[src/rtl/scrambler_tx_sched.sv]
// ---------------------------------------------------------------------------
// scrambler_tx_sched
// TX frame scheduler that sits in front of the 1+X13+X33 payload scrambler.
// It arbitrates between a user data stream and a control-frame stream,
// inserts idle frames when neither stream has a frame, and sends a burst of
// idles after reset so the far-end descrambler can self-synchronise.
// The chosen frame is held in a single output register stage that only
// advances when the gearbox is not pausing.
//
// Ports
//   clk, rst        clock; synchronous active-high reset (also resets scrambler)
//   data_tdata/tvalid/tready   user payload stream
//   ctl_tdata/tvalid/tready    control payload stream
//   gb_pause        gearbox cannot take a frame this cycle
//   scr_data_in     registered payload to the scrambler
//   scr_valid_in    scrambler advance/consume strobe
//   frame_hdr       sync header: 2'b01 data, 2'b10 control/idle
//   frame_is_idle   current output frame is an idle insert
//   init_done       high once the post-reset idle burst has been sent
// ---------------------------------------------------------------------------
module scrambler_tx_sched #(
    parameter int                DATA_W        = 116,
    parameter int                INIT_IDLES    = 16,
    parameter int                MAX_CTL_BURST = 4,
    parameter logic [DATA_W-1:0] IDLE_WORD     = {58{2'b10}}
) (
    input  logic              clk,
    input  logic              rst,
    input  logic [DATA_W-1:0] data_tdata,
    input  logic              data_tvalid,
    output logic              data_tready,
    input  logic [DATA_W-1:0] ctl_tdata,
    input  logic              ctl_tvalid,
    output logic              ctl_tready,
    input  logic              gb_pause,
    output logic [DATA_W-1:0] scr_data_in,
    output logic              scr_valid_in,
    output logic [1:0]        frame_hdr,
    output logic              frame_is_idle,
    output logic              init_done
);

    localparam logic [7:0] INIT_LAST = 8'(INIT_IDLES - 1);
    localparam logic [3:0] BURST_MAX = 4'(MAX_CTL_BURST);
    localparam logic [1:0] HDR_DATA  = 2'b01;
    localparam logic [1:0] HDR_CTL   = 2'b10;

    typedef enum logic {
        ST_INIT,
        ST_RUN
    } state_t;

    state_t            state_q;
    logic [7:0]        init_cnt_q;
    logic [3:0]        burst_cnt_q;
    logic              ovalid_q;
    logic [DATA_W-1:0] scr_data_q;
    logic [1:0]        hdr_q;
    logic              idle_q;
    logic              init_done_q;

    logic              load;
    logic              run_load;
    logic              grant_ctl;
    logic              grant_data;
    logic [DATA_W-1:0] frame_data_d;
    logic [1:0]        frame_hdr_d;
    logic              frame_idle_d;

    // An empty output stage always accepts; a full one only when the gearbox
    // drains it this cycle, so consume and reload happen together.
    assign load     = ~ovalid_q | ~gb_pause;
    assign run_load = load & (state_q == ST_RUN) & ~rst;

    // Control wins unless data is waiting and control has used its burst.
    assign grant_ctl  = ctl_tvalid & (~data_tvalid | (burst_cnt_q < BURST_MAX));
    assign grant_data = data_tvalid & ~grant_ctl;

    assign data_tready = run_load & grant_data;
    assign ctl_tready  = run_load & grant_ctl;

    always_comb begin
        frame_data_d = IDLE_WORD;
        frame_hdr_d  = HDR_CTL;
        frame_idle_d = 1'b1;
        if (grant_ctl) begin
            frame_data_d = ctl_tdata;
            frame_idle_d = 1'b0;
        end else if (grant_data) begin
            frame_data_d = data_tdata;
            frame_hdr_d  = HDR_DATA;
            frame_idle_d = 1'b0;
        end
    end

    always_ff @(posedge clk) begin
        if (rst) begin
            state_q     <= ST_INIT;
            init_cnt_q  <= '0;
            burst_cnt_q <= '0;
            ovalid_q    <= 1'b0;
            scr_data_q  <= '0;
            hdr_q       <= 2'b00;
            idle_q      <= 1'b0;
            init_done_q <= 1'b0;
        end else if (load) begin
            ovalid_q <= 1'b1;
            case (state_q)
                ST_INIT: begin
                    scr_data_q <= IDLE_WORD;
                    hdr_q      <= HDR_CTL;
                    idle_q     <= 1'b1;
                    init_cnt_q <= init_cnt_q + 8'd1;
                    if (init_cnt_q == INIT_LAST) begin
                        state_q <= ST_RUN;
                    end
                end
                ST_RUN: begin
                    scr_data_q  <= frame_data_d;
                    hdr_q       <= frame_hdr_d;
                    idle_q      <= frame_idle_d;
                    init_done_q <= 1'b1;
                    // A control grant with data waiting is below BURST_MAX,
                    // so the increment saturates naturally at BURST_MAX.
                    if (grant_ctl && data_tvalid) begin
                        burst_cnt_q <= burst_cnt_q + 4'd1;
                    end else begin
                        burst_cnt_q <= '0;
                    end
                end
                default: state_q <= ST_INIT;
            endcase
        end
    end

    assign scr_data_in   = scr_data_q;
    assign frame_hdr     = hdr_q;
    assign frame_is_idle = idle_q;
    assign init_done     = init_done_q;
    assign scr_valid_in  = ovalid_q & ~gb_pause;

endmodule

[config.mk]
export PLATFORM = sky130hd
export DESIGN_NAME = scrambler_tx_sched
export DESIGN_NICKNAME = d
export VERILOG_FILES = /design/src/rtl/scrambler_tx_sched.sv
export SDC_FILE = /design/constraint.sdc
export NUM_CORES = 1
export LEC_CHECK = 0
export CAP_MARGIN = 40
export CELL_PAD_IN_SITES_DETAIL_PLACEMENT = 0
export CELL_PAD_IN_SITES_GLOBAL_PLACEMENT = 1
export CORE_ASPECT_RATIO = 1.1
export CORE_MARGIN = 8
export CORE_UTILIZATION = 22
export CTS_BUF_LIST = sky130_fd_sc_hd__clkbuf_8 sky130_fd_sc_hd__clkbuf_16
export CTS_CLUSTER_DIAMETER = 150
export DETAILED_ROUTE_END_ITERATION = 10
export GPL_TIMING_DRIVEN = 0
export MAX_ROUTING_LAYER = met4
export PLACE_DENSITY_LB_ADDON = 0.1
export SYNTH_ARGS = -nofsm -noshare
export SYNTH_HDL_FRONTEND = slang
export SYNTH_SLANG_ARGS = --single-unit
[constraint.sdc]
create_clock -name clk -period 1.3 [get_ports clk]
set_input_delay 0.26 -clock clk [delete_from_list [all_inputs] [get_ports clk]]
set_output_delay 0.26 -clock clk [all_outputs]
set_load 0.02 [all_outputs]
==> results of run 1 <==
-- worst max path at each step --
stage | from | endpoint | slack, ns | depth (start not counted)
floorplan | burst_cnt_q[2] | scr_data_in[35] | -0.009 | 7
global placement | data_tvalid | ctl_tready | -1.29 | 7
detailed placement | gb_pause | data_tready | -1.28 | 7
CTS | burst_cnt_q[3] | ctl_tready | -0.44 | 6
global route | burst_cnt_q[2] | ctl_tready | -0.49 | 6
finish | burst_cnt_q[2] | ctl_tready | -0.41 | 6
-- cell usage after synthesis (2+ instances only) --
master    instances  area (um^2)
buf_4             4        30.03
ha_1              2        25.02
nand2_1          68        255.2
buf_1             6        22.52
xor2_1            5        43.79
o21ai_0         110        550.5
o22ai_2          10        125.1
o22ai_1          48        300.3
buf_6             3        33.78
dfxtp_1         134         2683
nand4_1           4        25.02
nor2b_1           2        12.51
and2_1            2        12.51
a21oi_2          11        96.34
buf_2            21        105.1
and3_1            3        18.77
nand3_1           2        10.01
a21oi_1          53        265.3
clkbuf_1         26        97.59
nor2_1           14        52.55
o21ai_1          10        50.05
a22oi_1          58        435.4
-- layout make-up --
cell class                 count  area [um^2]  area share
timing repair buffer         393         3521      0.3170
multi-input combinational    413         3354      0.3020
sequential                   134         2695      0.2426
buffer                        58        516.7     0.04652
clock buffer                  19        452.9     0.04077
tap                          310        387.9     0.03492
clock inverter                12        176.4     0.01588
inverter                       1        3.754   0.0003379
-- routing by layer --
| metal | GRT usage | part of all wire | vias up |
|---|---|---|---|
| met4 | 0.04401 | 0.013 | 0 |
| met2 | 0.3072 | 0.49 | 250 |
| li1 | - | - | 3066 |
| met3 | 0.07495 | 0.097 | 21 |
| met1 | 0.2058 | 0.41 | 2909 |
| met5 | - | 0 | - |
-- cell families (layout without fill, tap and decap cells) --
kind of cell | Yosys count | after routing | synth area share
muxes | 1 | 1 | 0.001867
and+or+nand+nor | 101 | 101 | 0.08190
DFF | 134 | 134 | 0.5002
AOI/OAI and AO/OA | 303 | 303 | 0.3441
buffers and inverters | 62 | 483 | 0.05739
adders and majority gates | 2 | 2 | 0.004666
xor gates and xnor gates | 6 | 6 | 0.009799
-- stage by stage --
stage | total power, mW | cells | hold WS, ns | util
detailed placement | 6.291 | 1277 | 0.4416 | 0.3863
finish | 11.89 | 1340 | 0.1746 | 0.4581
global placement | 6.295 | 1277 | 0.4344 | 0.3863
floorplan | 5.072 | 609 | 0.4024 | -
CTS | 12.09 | 1344 | 0.1699 | 0.4674
global route | 12.42 | 1340 | 0.1952 | 0.4581
-- worst max-delay path, cell delays in order (launching register included) --
cell	delay [ns]
dfxtp_4	0.36
o21ai_4	0.15
nand2_2	0.09
buf_8	0.13
buf_8	0.11
nor2_4	0.07
buf_6	0.12
-- flip-flops by register name, summed over array words and instances, names as in the netlist --
name / count
burst_cnt_q: 4
state_q: 1
frame_is_idle: 1
init_done: 1
frame_hdr: 2
init_cnt_q: 8
ovalid_q: 1
scr_data_in: 116
-- what timing repair did --
item,CTS,global route
resized for setup,753,104
pin swaps,109,37
setup buffers,25,5
hold endpoints to repair,0,0
setup endpoints to repair,245,179
gates cloned,12,0
-- where the power goes --
group | internal, mW | switching [mW] | leakage, nW
clock network | 3.30 | 1.90 | 0.305
logic | 1.33 | 1.06 | 2.89
registers | 4.24 | 0.0650 | 1.10
total | 8.87 | 3.02 | 4.30
==> results.yml, run 1 <==
pwr:
  ir_drop_uv: 764.4
  p_leak_nw: 4.302
  power_density_nw_per_um2: 1071
floorplanning:
  die_y_um: 179.7
  io_pins: 360
  die_x_um: 164.9
  coreArea_um2: 24250
  rows: 60
  floorplan.initialDensity: 0.2212
  die-area_um2: 29630
hold_path:
  hold_path_class: "in2reg"
  hp-start: "rst"
  min_delay_path_depth: 2
  hold_path_end: "burst_cnt_q[2]"
worst_setup_path:
  r2r_setup_slack_ns: -0.26
  endpoint_kind: "output pin"
  worstPathArrival_ns: 1.45
  cp.required_ns: 1.04
  worstSetupPathType: "reg2out"
  r2r-start: "burst_cnt_q[3]"
  critPathLaunchType: "register"
  crit_fanout: 3
  rr_endpoint: "scr_data_in[98]"
  reg2reg_depth: 8
synth:
  syn_nets: 848
  synth_edf_count: 0
  synthCells: 609
  async_reset_ff_frac: 0
  yosys_warnings: 0
  ys.flop_type: "dfxtp_1"
  netlist_area_um2: 5363
  synth_seq_cells: 134
  yosysUniqueCellTypes: 35
  avgSynthCellArea_um2: 8.806
  ys_seq_area_frac: 0.5002
routing:
  vias: 6246
  drt-total-wl_mm: 27.09
  avgViaCountPerCell: 4.661
  route.detailed.drc: 0
  drt_iter0_drc: 200
  dr.pass1.iters: 4
  drtAntennaViolNets: 0
  detail_route.wl_per_cell_um: 20.22
cells_and_area:
  mostFrequentLayoutCells: "clkdlybuf4s50_1 (232), dfxtp_1 (130), buf_2 (126)"
  areaGrowthSynthToFinish_pct: 107.1
  final_common_cell: "clkdlybuf4s50_1"
  finalInstanceArea_um2: 11110
  diodes: 0
  fillers: 2432
  nNetsFinal: 1257
  drive_gt1_frac: 0.3903
timing:
  setup_tns_ns: -20.39
  hold_viol_final: 0
  post-route-min-period_ns: 1.706
  setup_viol: 121
  finalClockSkew_ns: 0.01157
  setup_slack_ns: -0.4064
  slew_viol_final: 0
  worstMarginPinSlew_ns: 0.5361
  finalCritPeriodShare: 1.313
  slew_headroom: 0.6422
  fmax_mhz: 586.0
  rsz0062_at_grt: "true"
placement:
  dpl.hpwl_mm: 20.12
  place_ws_ns: -1.283
  globalplace.congestion: 0.7541
  place_area_um2: 9366
  numPortBuffers: 358
clock_tree:
  clock_latency_ns: 0.42
  cts-root-buf: "clkbuf_16"
  cts_hold_buf: 0
  cts_sinks: 134
  cts_tree: "built"
  cts_buffer_depth: 2
  h-tree-depth: 4
  cts_buffers: 17
  clk_pin_slew_ns: 0.06
global_route:
  antenna_found_initial: 0
  grt_pass1_vias: 6932
  grt_pass1_wl_mm: 41.25
  overflow: 0
  grt_max_degree: 17
  grt.total_usage: 0.1861
status:
  outcome: "finished with violations"
  violations: "negative setup slack"
job:
  max_cap_violations: 0
(Power assumes the default switching activity.)
==> run 2, diff against run 1 <==
--- a/config.mk
+++ b/config.mk
@@ -10,13 +10,13 @@
 export CELL_PAD_IN_SITES_GLOBAL_PLACEMENT = 1
 export CORE_ASPECT_RATIO = 1.1
 export CORE_MARGIN = 8
-export CORE_UTILIZATION = 22
-export CTS_BUF_LIST = sky130_fd_sc_hd__clkbuf_8 sky130_fd_sc_hd__clkbuf_16
+export CORE_UTILIZATION = 23
+export CTS_BUF_LIST = sky130_fd_sc_hd__clkbuf_8
 export CTS_CLUSTER_DIAMETER = 150
 export DETAILED_ROUTE_END_ITERATION = 10
 export GPL_TIMING_DRIVEN = 0
 export MAX_ROUTING_LAYER = met4
-export PLACE_DENSITY_LB_ADDON = 0.1
+export PLACE_DENSITY = 0.9
 export SYNTH_ARGS = -nofsm -noshare
 export SYNTH_HDL_FRONTEND = slang
 export SYNTH_SLANG_ARGS = --single-unit
==> run 2 against run 1 <==
Critical path depth decreased by 1. Routed wire length decreased by 1.3%. Sequential cell count unchanged. Critical endpoint is now data_tready. Final cell count decreased by 1.2%. Core utilization increased by 0.91 points. Clock skew increased by 0.0034 ns. Die area decreased by 3.9%. Global-route usage decreased by 0.31 points. The flow still finishes with violations (negative setup slack).
==> results.yml, run 2 (synthesized netlist as in run 1, its figures left out) <==
worst_setup_path:
  critPathLaunchType: "register"
  reg2reg_depth: 8
  rr_endpoint: "scr_data_in[37]"
  crit_family: "simple AND/OR/NAND/NOR gates"
  crit_path_top_delay_cell: "dfxtp_4"
  endpoint_kind: "output pin"
  worstSetupPathType: "reg2out"
  worstPathArrival_ns: 1.49
  crit_fanout: 3
  path_buf_inv: 2
  r2r-start: "burst_cnt_q[2]"
  cp.required_ns: 1.04
  r2r_setup_slack_ns: -0.31
  critPathMaxStageDelay_ns: 0.37
  worstPathCellList: "nor3b_4 > nand2b_4 > buf_8 > nor2_4 > buf_6"
timing:
  finalClockSkew_ns: 0.01493
  fmax_mhz: 569.9
  rsz0062_at_grt: "true"
  setup_viol: 121
  worstMarginPinSlew_ns: 0.5533
  slew_viol_final: 0
  setup_slack_ns: -0.4547
  post-route-min-period_ns: 1.755
  setup_tns_ns: -21.83
  hold_viol_final: 0
  finalCritPeriodShare: 1.350
  slew_headroom: 0.6307
pwr:
  p_switching_mw: 2.841
  internal_power_mw: 7.404
  p_leak_nw: 4.139
  total_power_mw: 10.24
  seqPwrFrac: 0.420
  p_sw_frac: 0.2773
  power_density_nw_per_um2: 959.4
  p_comb_frac: 0.229
  ir_drop_uv: 643.1
  clkPwrFrac: 0.351
routing:
  vias: 6403
  detail_route.wl_per_cell_um: 20.20
  route.detailed.drc: 0
  drt_iter0_drc: 293
  avgViaCountPerCell: 4.836
  drt-total-wl_mm: 26.75
  drtAntennaViolNets: 0
  dr.pass1.iters: 4
clock_tree:
  cts-root-buf: "clkbuf_8"
  cts_sinks: 134
  cts_tree: "built"
  h-tree-depth: 4
  clock_latency_ns: 0.43
  cts_buffers: 17
  cts_buffer_depth: 2
  clk_pin_slew_ns: 0.08
global_route:
  overflow: 0
  grt_pass1_wl_mm: 39.50
  grt_pass1_vias: 6771
  grt.total_usage: 0.1830
  antenna_found_initial: 1
  grt_max_degree: 17
floorplanning:
  die_y_um: 176.2
  floorplan.initialDensity: 0.2346
  rows: 58
  die_x_um: 161.6
  die-area_um2: 28460
  coreArea_um2: 22860
  io_pins: 360
placement:
  numPortBuffers: 358
  place_area_um2: 9354
  place_ws_ns: -1.420
  globalplace.congestion: 0.8240
  dpl.hpwl_mm: 19.71
cells_and_area:
  drive_gt1_frac: 0.3607
  final_util: 0.4672
  fillers: 2149
  largest_reg_flops: 116
  multi_input_area_um2: 3241
  mostFrequentLayoutCells: "clkdlybuf4s50_1 (232), dfxtp_1 (130), buf_2 (125)"
  seqCellArea_um2: 2695
  final_common_cell: "clkdlybuf4s50_1"
  finalInstanceArea_um2: 10680
  areaGrowthSynthToFinish_pct: 99.14
  nNetsFinal: 1250
hold_path:
  min_delay_path_depth: 2
  hp-start: "rst"
  hold_path_end: "burst_cnt_q[2]"
  hold_path_class: "in2reg"
status:
  outcome: "finished with violations"
  violations: "negative setup slack"
job:
  max_cap_violations: 0
-- run 2: how the worst max path moves through the flow --
stage               cells past startpoint  slack, ns               to           start
finish                                  5      -0.45      data_tready  burst_cnt_q[2]
CTS                                     6      -0.54      data_tready  burst_cnt_q[3]
detailed placement                      7      -1.42       ctl_tready     data_tvalid
floorplan                               7     -0.009  scr_data_in[35]  burst_cnt_q[2]
global placement                        7      -1.40       ctl_tready     data_tvalid
global route                            6      -0.55       ctl_tready  burst_cnt_q[2]
-- run 2: final cells by class --
cell class,count,share of cell area
Antenna cell,1,0.0002343
Buffer,57,0.05097
Clock buffer,17,0.02191
Inverter,1,0.0003515
Tap cell,300,0.03515
Clock inverter,14,0.01535
Multi-Input combinational cell,413,0.3035
Timing Repair Buffer,387,0.3202
Sequential cell,134,0.2524
-- run 2: worst reg2reg max path, stage by stage (launching register included) --
cell and delay [ns]:
dfxtp_4 0.37, nor3b_4 0.24, nand2b_4 0.20, buf_6 0.11, buf_12 0.13, buf_12 0.16, buf_16 0.14, o22ai_4 0.07
a21oi_2 0.13
-- run 2: power by group through the flow --
stage	clock network [mW]	logic, mW	registers [mW]
floorplan	0	0.512	4.56
global placement	0	1.87	4.40
detailed placement	0	1.88	4.41
CTS	3.70	2.13	4.31
global route	3.90	2.47	4.33
finish	3.59	2.34	4.31
-- run 2: repair_timing --
| action | in CTS | in global routing |
|---|---|---|
| hold buffers | 0 | 0 |
| gates resized for setup | 657 | 191 |
| hold endpoints to repair | 0 | 0 |
| pin swaps | 44 | 65 |
| gates cloned | 5 | 2 |
| buffers inserted | 19 | 9 |
| endpoints found under the setup margin | 245 | 137 |
-- run 2: through the flow --
stage | std cells | hold slack, ns
after global routing | 1324 | 0.1014
after global placement | 1267 | 0.4349
after detailed placement | 1267 | 0.4420
after floorplan | 609 | 0.4024
after CTS | 1322 | 0.09995
final | 1324 | 0.1280
-- run 2: per-layer routing --
metal | global-route usage | part of all wire
met5 | - | 0
met4 | 0.05212 | 0.023
met3 | 0.06522 | 0.083
met2 | 0.3160 | 0.50
met1 | 0.1949 | 0.40
